$ cat src/rtl/im_loader_pkg.sv
// Shared state encoding and default parameters for the im_loader boot loader.
package im_loader_pkg;

  localparam int unsigned DEF_DATA_W     = 32;
  localparam int unsigned DEF_ADDR_W     = 32;
  localparam int unsigned DEF_DEPTH      = 64;
  localparam int unsigned DEF_BASE_ADDR  = 1;
  localparam int unsigned DEF_SETTLE_CYC = 2;

  typedef enum logic [2:0] {
    ST_IDLE   = 3'd0,
    ST_LOAD   = 3'd1,
    ST_SETTLE = 3'd2,
    ST_RUN    = 3'd3,
    ST_ERROR  = 3'd4
  } im_loader_state_t;

endpackage

$ cat src/rtl/im_loader_if.sv
// Word stream from the host/ROM source plus the instruction-memory write port.
interface im_loader_if
  import im_loader_pkg::*;
#(
  parameter int unsigned DATA_W = DEF_DATA_W,
  parameter int unsigned ADDR_W = DEF_ADDR_W
);
  logic              s_valid;
  logic              s_ready;
  logic [DATA_W-1:0] s_data;
  logic              s_last;
  logic              im_write;
  logic [ADDR_W-1:0] im_addr;
  logic [DATA_W-1:0] im_wdata;

  modport master (
    output s_valid, s_data, s_last,
    input  s_ready,
    input  im_write, im_addr, im_wdata
  );

  modport slave (
    input  s_valid, s_data, s_last,
    output s_ready,
    output im_write, im_addr, im_wdata
  );
endinterface

$ cat src/rtl/im_loader_csum.sv
// Running modulo-2**DATA_W sum of loaded words, compared against a trailer word.
module im_loader_csum
  import im_loader_pkg::*;
#(
  parameter int unsigned DATA_W = DEF_DATA_W
)(
  input  logic              clk,
  input  logic              rst,
  input  logic              clr,
  input  logic              add,
  input  logic [DATA_W-1:0] add_data,
  input  logic [DATA_W-1:0] cmp_data,
  output logic              match
);
  logic [DATA_W-1:0] sum_q, sum_d;

  always_comb begin
    sum_d = sum_q;
    if (clr)      sum_d = '0;
    else if (add) sum_d = sum_q + add_data;
  end

  always_ff @(posedge clk or posedge rst) begin
    if (rst) sum_q <= '0;
    else     sum_q <= sum_d;
  end

  assign match = (sum_q == cmp_data);
endmodule

$ cat src/rtl/im_loader.sv
// Streams a program into instruction memory over valid/ready, then releases the core.
// Define IM_LOADER_CHECKSUM_EN to treat the s_last word as a checksum trailer.
module im_loader
  import im_loader_pkg::*;
#(
  parameter int unsigned       DATA_W     = DEF_DATA_W,
  parameter int unsigned       ADDR_W     = DEF_ADDR_W,
  parameter int unsigned       DEPTH      = DEF_DEPTH,
  parameter logic [ADDR_W-1:0] BASE_ADDR  = ADDR_W'(DEF_BASE_ADDR),
  parameter int unsigned       SETTLE_CYC = DEF_SETTLE_CYC,
  localparam int unsigned      WC_W       = $clog2(DEPTH + 1),
  localparam int unsigned      SC_W       = $clog2(SETTLE_CYC + 1)
)(
  input  logic            clk,
  input  logic            rst,
  im_loader_if.slave      bus,
  input  logic            reload,
  output logic            core_run,
  output logic            done,
  output logic            error,
  output logic [WC_W-1:0] word_count
);

  // state     | meaning
  // ST_IDLE   | waiting for the first word of a load
  // ST_LOAD   | writing accepted words to consecutive addresses
  // ST_SETTLE | counting down before the core is released
  // ST_RUN    | core executing, load done
  // ST_ERROR  | overflow or checksum mismatch, core held

  im_loader_state_t  state_q, state_d;
  logic [WC_W-1:0]   word_count_q, word_count_d;
  logic [SC_W-1:0]   settle_cnt_q, settle_cnt_d;
  logic              s_ready_q, s_ready_d;
  logic              im_write_q, im_write_d;
  logic [ADDR_W-1:0] im_addr_q, im_addr_d;
  logic [DATA_W-1:0] im_wdata_q, im_wdata_d;
  logic              core_run_q, core_run_d;
  logic              done_q, done_d;
  logic              error_q, error_d;
  logic              accept, full;

  assign accept = bus.s_valid & s_ready_q;
  assign full   = (word_count_q == WC_W'(DEPTH));

`ifdef IM_LOADER_CHECKSUM_EN
  logic csum_clr, csum_add, csum_match;

  assign csum_clr = reload & ((state_q == ST_RUN) | (state_q == ST_ERROR));

  im_loader_csum #(.DATA_W(DATA_W)) u_csum (
    .clk      (clk),
    .rst      (rst),
    .clr      (csum_clr),
    .add      (csum_add),
    .add_data (bus.s_data),
    .cmp_data (bus.s_data),
    .match    (csum_match)
  );
`endif

  always_comb begin
    state_d      = state_q;
    word_count_d = word_count_q;
    settle_cnt_d = settle_cnt_q;
    im_write_d   = 1'b0;
    im_addr_d    = im_addr_q;
    im_wdata_d   = im_wdata_q;
    core_run_d   = core_run_q;
    done_d       = done_q;
    error_d      = error_q;
`ifdef IM_LOADER_CHECKSUM_EN
    csum_add     = 1'b0;
`endif
    case (state_q)
      ST_IDLE, ST_LOAD: begin
        if (accept) begin
          state_d = ST_LOAD;
`ifdef IM_LOADER_CHECKSUM_EN
          // The trailer is checked against the words before it and never written.
          if (bus.s_last) begin
            if (csum_match) begin
              state_d      = ST_SETTLE;
              settle_cnt_d = SC_W'(SETTLE_CYC);
            end else begin
              state_d = ST_ERROR;
              error_d = 1'b1;
            end
          end else if (full) begin
            state_d = ST_ERROR;
            error_d = 1'b1;
          end else begin
            im_write_d   = 1'b1;
            im_addr_d    = BASE_ADDR + ADDR_W'(word_count_q);
            im_wdata_d   = bus.s_data;
            word_count_d = word_count_q + WC_W'(1);
            csum_add     = 1'b1;
          end
`else
          if (full) begin
            state_d = ST_ERROR;
            error_d = 1'b1;
          end else begin
            im_write_d   = 1'b1;
            im_addr_d    = BASE_ADDR + ADDR_W'(word_count_q);
            im_wdata_d   = bus.s_data;
            word_count_d = word_count_q + WC_W'(1);
            if (bus.s_last) begin
              state_d      = ST_SETTLE;
              settle_cnt_d = SC_W'(SETTLE_CYC);
            end
          end
`endif
        end
      end
      ST_SETTLE: begin
        if (settle_cnt_q == SC_W'(1)) begin
          state_d    = ST_RUN;
          core_run_d = 1'b1;
          done_d     = 1'b1;
        end else begin
          settle_cnt_d = settle_cnt_q - SC_W'(1);
        end
      end
      ST_RUN, ST_ERROR: begin
        if (reload) begin
          state_d      = ST_IDLE;
          word_count_d = '0;
          core_run_d   = 1'b0;
          done_d       = 1'b0;
          error_d      = 1'b0;
        end
      end
      default: state_d = ST_IDLE;
    endcase
    s_ready_d = (state_d == ST_IDLE) | (state_d == ST_LOAD);
  end

  always_ff @(posedge clk or posedge rst) begin
    if (rst) begin
      state_q      <= ST_IDLE;
      word_count_q <= '0;
      settle_cnt_q <= '0;
      s_ready_q    <= 1'b1;
      im_write_q   <= 1'b0;
      im_addr_q    <= '0;
      im_wdata_q   <= '0;
      core_run_q   <= 1'b0;
      done_q       <= 1'b0;
      error_q      <= 1'b0;
    end else begin
      state_q      <= state_d;
      word_count_q <= word_count_d;
      settle_cnt_q <= settle_cnt_d;
      s_ready_q    <= s_ready_d;
      im_write_q   <= im_write_d;
      im_addr_q    <= im_addr_d;
      im_wdata_q   <= im_wdata_d;
      core_run_q   <= core_run_d;
      done_q       <= done_d;
      error_q      <= error_d;
    end
  end

  assign bus.s_ready  = s_ready_q;
  assign bus.im_write = im_write_q;
  assign bus.im_addr  = im_addr_q;
  assign bus.im_wdata = im_wdata_q;
  assign core_run     = core_run_q;
  assign done         = done_q;
  assign error        = error_q;
  assign word_count   = word_count_q;
endmodule

$ cat src/flat_wrapper.sv
// flat-port wrapper written by rule: the top's interface ports become plain ports
module im_loader_flat import im_loader_pkg::*;
#(
  parameter int unsigned       DATA_W     = DEF_DATA_W,
  parameter int unsigned       ADDR_W     = DEF_ADDR_W,
  parameter int unsigned       DEPTH      = DEF_DEPTH,
  parameter logic [ADDR_W-1:0] BASE_ADDR  = ADDR_W'(DEF_BASE_ADDR),
  parameter int unsigned       SETTLE_CYC = DEF_SETTLE_CYC,
  localparam int unsigned      WC_W       = $clog2(DEPTH + 1),
  localparam int unsigned      SC_W       = $clog2(SETTLE_CYC + 1)
)
  (clk, rst, reload, core_run, done, error, word_count, bus_s_valid, bus_s_data, bus_s_last, bus_s_ready, bus_im_write, bus_im_addr, bus_im_wdata);
  im_loader_if #(.DATA_W(DATA_W), .ADDR_W(ADDR_W)) bus_i ();
  input  logic clk;
  input  logic rst;
  input  logic reload;
  output logic core_run;
  output logic done;
  output logic error;
  output logic [WC_W-1:0] word_count;
  input wire logic [$bits(bus_i.s_valid)-1:0] bus_s_valid;
  input wire logic [$bits(bus_i.s_data)-1:0] bus_s_data;
  input wire logic [$bits(bus_i.s_last)-1:0] bus_s_last;
  output wire logic [$bits(bus_i.s_ready)-1:0] bus_s_ready;
  output wire logic [$bits(bus_i.im_write)-1:0] bus_im_write;
  output wire logic [$bits(bus_i.im_addr)-1:0] bus_im_addr;
  output wire logic [$bits(bus_i.im_wdata)-1:0] bus_im_wdata;
  assign bus_i.s_valid = bus_s_valid;
  assign bus_i.s_data = bus_s_data;
  assign bus_i.s_last = bus_s_last;
  assign bus_s_ready = bus_i.s_ready;
  assign bus_im_write = bus_i.im_write;
  assign bus_im_addr = bus_i.im_addr;
  assign bus_im_wdata = bus_i.im_wdata;
  im_loader #(.DATA_W(DATA_W), .ADDR_W(ADDR_W), .DEPTH(DEPTH), .BASE_ADDR(BASE_ADDR), .SETTLE_CYC(SETTLE_CYC)) u_core (.clk(clk), .rst(rst), .bus(bus_i), .reload(reload), .core_run(core_run), .done(done), .error(error), .word_count(word_count));
endmodule
$ cat config.mk
export PLATFORM = sky130hd
export DESIGN_NAME = im_loader_flat
export DESIGN_NICKNAME = d
export VERILOG_FILES = /design/src/rtl/im_loader_pkg.sv /design/src/rtl/im_loader_if.sv /design/src/rtl/im_loader_csum.sv /design/src/rtl/im_loader.sv /design/src/flat_wrapper.sv
export SDC_FILE = /design/constraint.sdc
export NUM_CORES = 1
export LEC_CHECK = 0
export CORE_MARGIN = 8
export CORE_UTILIZATION = 35
export DETAILED_ROUTE_END_ITERATION = 6
export GPL_TIMING_DRIVEN = 0
export PLACE_DENSITY = 0.68
export SLEW_MARGIN = 10
export SYNTH_ARGS = -nofsm -noshare
export SYNTH_HDL_FRONTEND = slang
export SYNTH_SLANG_ARGS = --single-unit
$ cat constraint.sdc
create_clock -name clk -period 1.7 [get_ports clk]
set_input_delay 0.17 -clock clk [delete_from_list [all_inputs] [get_ports clk]]
set_output_delay 0.17 -clock clk [all_outputs]
set_load 0.01 [all_outputs]
==> impl_metrics.py <==
metrics = {
    "run_status": {
        "outcome": "finished clean",
    },
    "logic_synthesis": {
        "ys_types": 40,
        "async_reset_ff_frac": 1.000,
        "yosysTopAreaCellShare": 0.5276,
        "ys_seq_elements": 56,
        "syn_inst": 278,
        "syn_area_per_cell_um2": 9.384,
        "yosys_warnings": 0,
        "synth_area_um2": 2609,
        "synth_area_leaders": "dfrtp_1, nand2_1, buf_4",
        "yosysMostFrequentCell": "nand2_1",
        "synth_edf_count": 0,
        "synth_seq_area_share": 0.5376,
        "synthFlopType": "dfrtp_1",
        "synthTopCellsByCount": "nand2_1, dfrtp_1, buf_4, o21ai_0, nor2_1",
        "synth_top_area_cell": "dfrtp_1",
    },
    "global_route": {
        "grt_max_degree": 34,
        "grt_pass1_wl_mm": 10.86,
        "antenna_found_initial": 0,
        "grt_pass1_vias": 2175,
        "grtUsageTotal": 0.1313,
        "grt_remaining_overflow": 0,
    },
    "detailed_routing": {
        "drtAntennaViolNets": 0,
        "drc": 0,
        "num_vias": 2199,
        "first_pass_iters": 4,
        "drt_wl_total_mm": 6.878,
        "wl_per_cell_um": 13.73,
        "vias_per_cell": 4.389,
        "first_iter_violations": 53,
    },
    "timing": {
        "worst_pin_slew_ps": 529.9,
        "slew_headroom": 0.6462,
        "finalCriticalPeriod_ps": 1657,
        "fin_skew_ps": 6.573,
        "finalSetupViolations": 0,
        "hold_viol_final": 0,
        "grt_setup_unrepaired": "yes",
        "slew_violations": 0,
        "fmax_ghz": 0.6036,
        "fin_crit_sh": 0.9745,
    },
    "final_layout": {
        "drive_gt1_frac": 0.1592,
        "syn_to_final_growth_pct": 48.15,
        "insertedDiodeCount": 0,
        "finish.instance_area_um2": 3865,
        "finalNetCount": 441,
        "final_core_util": 0.5329,
    },
    "power_and_ir_drop": {
        "comb_power_share": 0.488,
        "p_sw_mw": 2.073,
        "p_leak_nw": 1.891,
        "p_per_area_nw_per_um2": 1499,
        "vdd_drop_max_mv": 0.7982,
        "finalPower_mw": 5.793,
        "seq_power_share": 0.381,
        "p_sw_frac": 0.3578,
        "clkPwrFrac": 0.131,
        "internal_power_mw": 3.720,
    },
    "clocking": {
        "clk_pin_slew_ps": 100,
        "postCtsHoldBufs": 0,
        "cts_tree": "yes",
        "cts_buffers": 5,
        "clock_sinks": 56,
        "clock_latency_ps": 300,
        "clockRootBuffer": "clkbuf_8",
        "cts_max_level": 2,
        "clk_path_buf_depth": 2,
    },
    "worst_setup_path": {
        "cp_top_family": "compound AO/OA/AOI/OAI gates",
        "cp_max_fo": 10,
        "endpoint_kind": "register",
        "cp_num_cells": 5,
        "worstSetupStartpointType": "register",
        "criticalPathCategory": "register to register",
        "crit_slowest_cell": "dfrtp_1",
        "r2r_slack_ps": 40,
        "path_cells": "buf_6, nand3b_1, o221a_4, a41o_1, mux2_4",
        "rr_endpoint": "u_core.word_count[0]$_DFFE_PP0P_",
        "cp_data_required_time_ps": 1900,
        "r2r_start": "u_core.state_q[0]$_DFF_PP0_",
        "slowest_delay_ps": 380,
        "path_buf_inv": 1,
        "rr_worst_depth": 5,
        "cp.arrival_ps": 1850,
    },
    "floorplanning": {
        "fp-row-count": 31,
        "die_w_um": 102.3,
        "ios": 113,
        "initial_core_util": 0.3597,
        "die-area_um2": 10470,
        "core_area_um2": 7253,
        "die_h_um": 102.3,
    },
    "placement": {
        "port-buffer-count": 88,
        "dp.final_hpwl_mm": 5.305,
        "dpl_cell_area_um2": 3720,
        "gp_congestion": 0.8157,
    },
    "hold_path": {
        "hold_class": "input pin to async pin",
    },
    "job": {
        "maxCapViolations": 0,
    },
}
## worst max-delay path by stage
stage | start | to | slack, ps
after CTS | u_core.state_q[2]$_DFF_PP0_ | u_core.word_count[0]$_DFFE_PP0P_ | 9
after floorplan | rst | u_core.bus.im_addr[0]$_DFFE_PP0P_ | 160
after global routing | u_core.state_q[1]$_DFF_PP0_ | u_core.bus.im_wdata[15]$_DFFE_PP0P_ | -20
after detailed placement | reload | u_core.word_count[0]$_DFFE_PP0P_ | -190
final | u_core.state_q[0]$_DFF_PP0_ | u_core.word_count[0]$_DFFE_PP0P_ | 40
after global placement | rst | u_core.bus.im_addr[5]$_DFFE_PP0P_ | -970
## layout by cell type (no fill, tap or decap), drive strengths merged, types with 2 or more instances in the layout
cell type / Yosys / routed
nand2: 116 / 116
nor2: 7 / 7
inv: 7 / 7
a21oi: 6 / 6
buf: 36 / 41
clkbuf: 0 / 6
xnor2: 2 / 2
o211ai: 2 / 2
dfrtp: 55 / 55
a21o: 4 / 4
conb: 1 / 24
ha: 3 / 3
o21ai: 9 / 9
clkinvlp: 0 / 2
xor2: 3 / 3
o22ai: 2 / 2
nand3: 4 / 4
clkdlybuf4s50: 0 / 88
## cell type report
type                       count  area (um2)
clock inverter                 2       15.01
fill                         670        3388
sequential                    56        1409
clock buffer                   6       82.58
buffer                        36       277.8
tap                           99       123.9
timing repair buffer          93       930.9
inverter                       7       28.78
multi-input combinational    202       997.2
## per-layer routing
metal,track usage,up-vias,share of wire
li1,-,1084,-
met1,0.1534,1038,0.42
met2,0.2294,73,0.49
met3,0.04155,4,0.080
met4,0.02709,0,0.0045
met5,0,-,0
## metrics by stage
| step | std cells | hold WS [ps] | setup TNS, ps | setup slack (ps) |
|---|---|---|---|---|
| finish | 501 | 216.3 | 0 | 43.41 |
| global placement | 488 | 457.8 | -54020 | -972.7 |
| floorplan | 301 | 255.0 | 0 | 160.4 |
| global route | 501 | 266.0 | -151.9 | -21.37 |
| detailed placement | 489 | 461.8 | -785.1 | -193.7 |
| CTS | 497 | 229.7 | 0 | 8.739 |
## registers in the layout (all words and copies together) (netlist names)
signal	count
u_core.bus.im_wdata	32
u_core.bus.im_addr	8
u_core.word_count	7
u_core.state_q	3
u_core.settle_cnt_q	2
u_core.bus.im_write	1
u_core.bus.s_ready	1
u_core.core_run	1
u_core.error	1
## kinds of logic (layout without fill, tap and decap cells)
logic type | Yosys count | count (layout) | share of synthesized area
compound gates | 32 | 32 | 0.08297
xor+xnor | 5 | 5 | 0.01679
fa+ha+maj | 3 | 3 | 0.01439
buf+inv | 43 | 144 | 0.1175
flops | 56 | 56 | 0.5377
mux | 1 | 1 | 0.005754
other cells | 1 | 24 | 0.001437
simple gates | 137 | 137 | 0.2235
## repair_timing
| action | 4_1_cts | 5_1_grt |
|---|---|---|
| buffers inserted | 0 | 4 |
| gates resized for setup | 0 | 7 |
| endpoints found under the setup margin | 0 | 37 |
## power groups by stage
stage / Clock [mW] / Sequential [mW] / Combinational, mW
2_1_floorplan: 0 / 2.43 / 1.18
6_report: 0.760 / 2.21 / 2.83
3_3_place_gp: 0 / 2.21 / 2.74
5_1_grt: 0.852 / 2.28 / 3.10
4_1_cts: 0.800 / 2.22 / 2.82
3_5_place_dp: 0 / 2.24 / 2.80
Power figures use the tool's default switching activity.
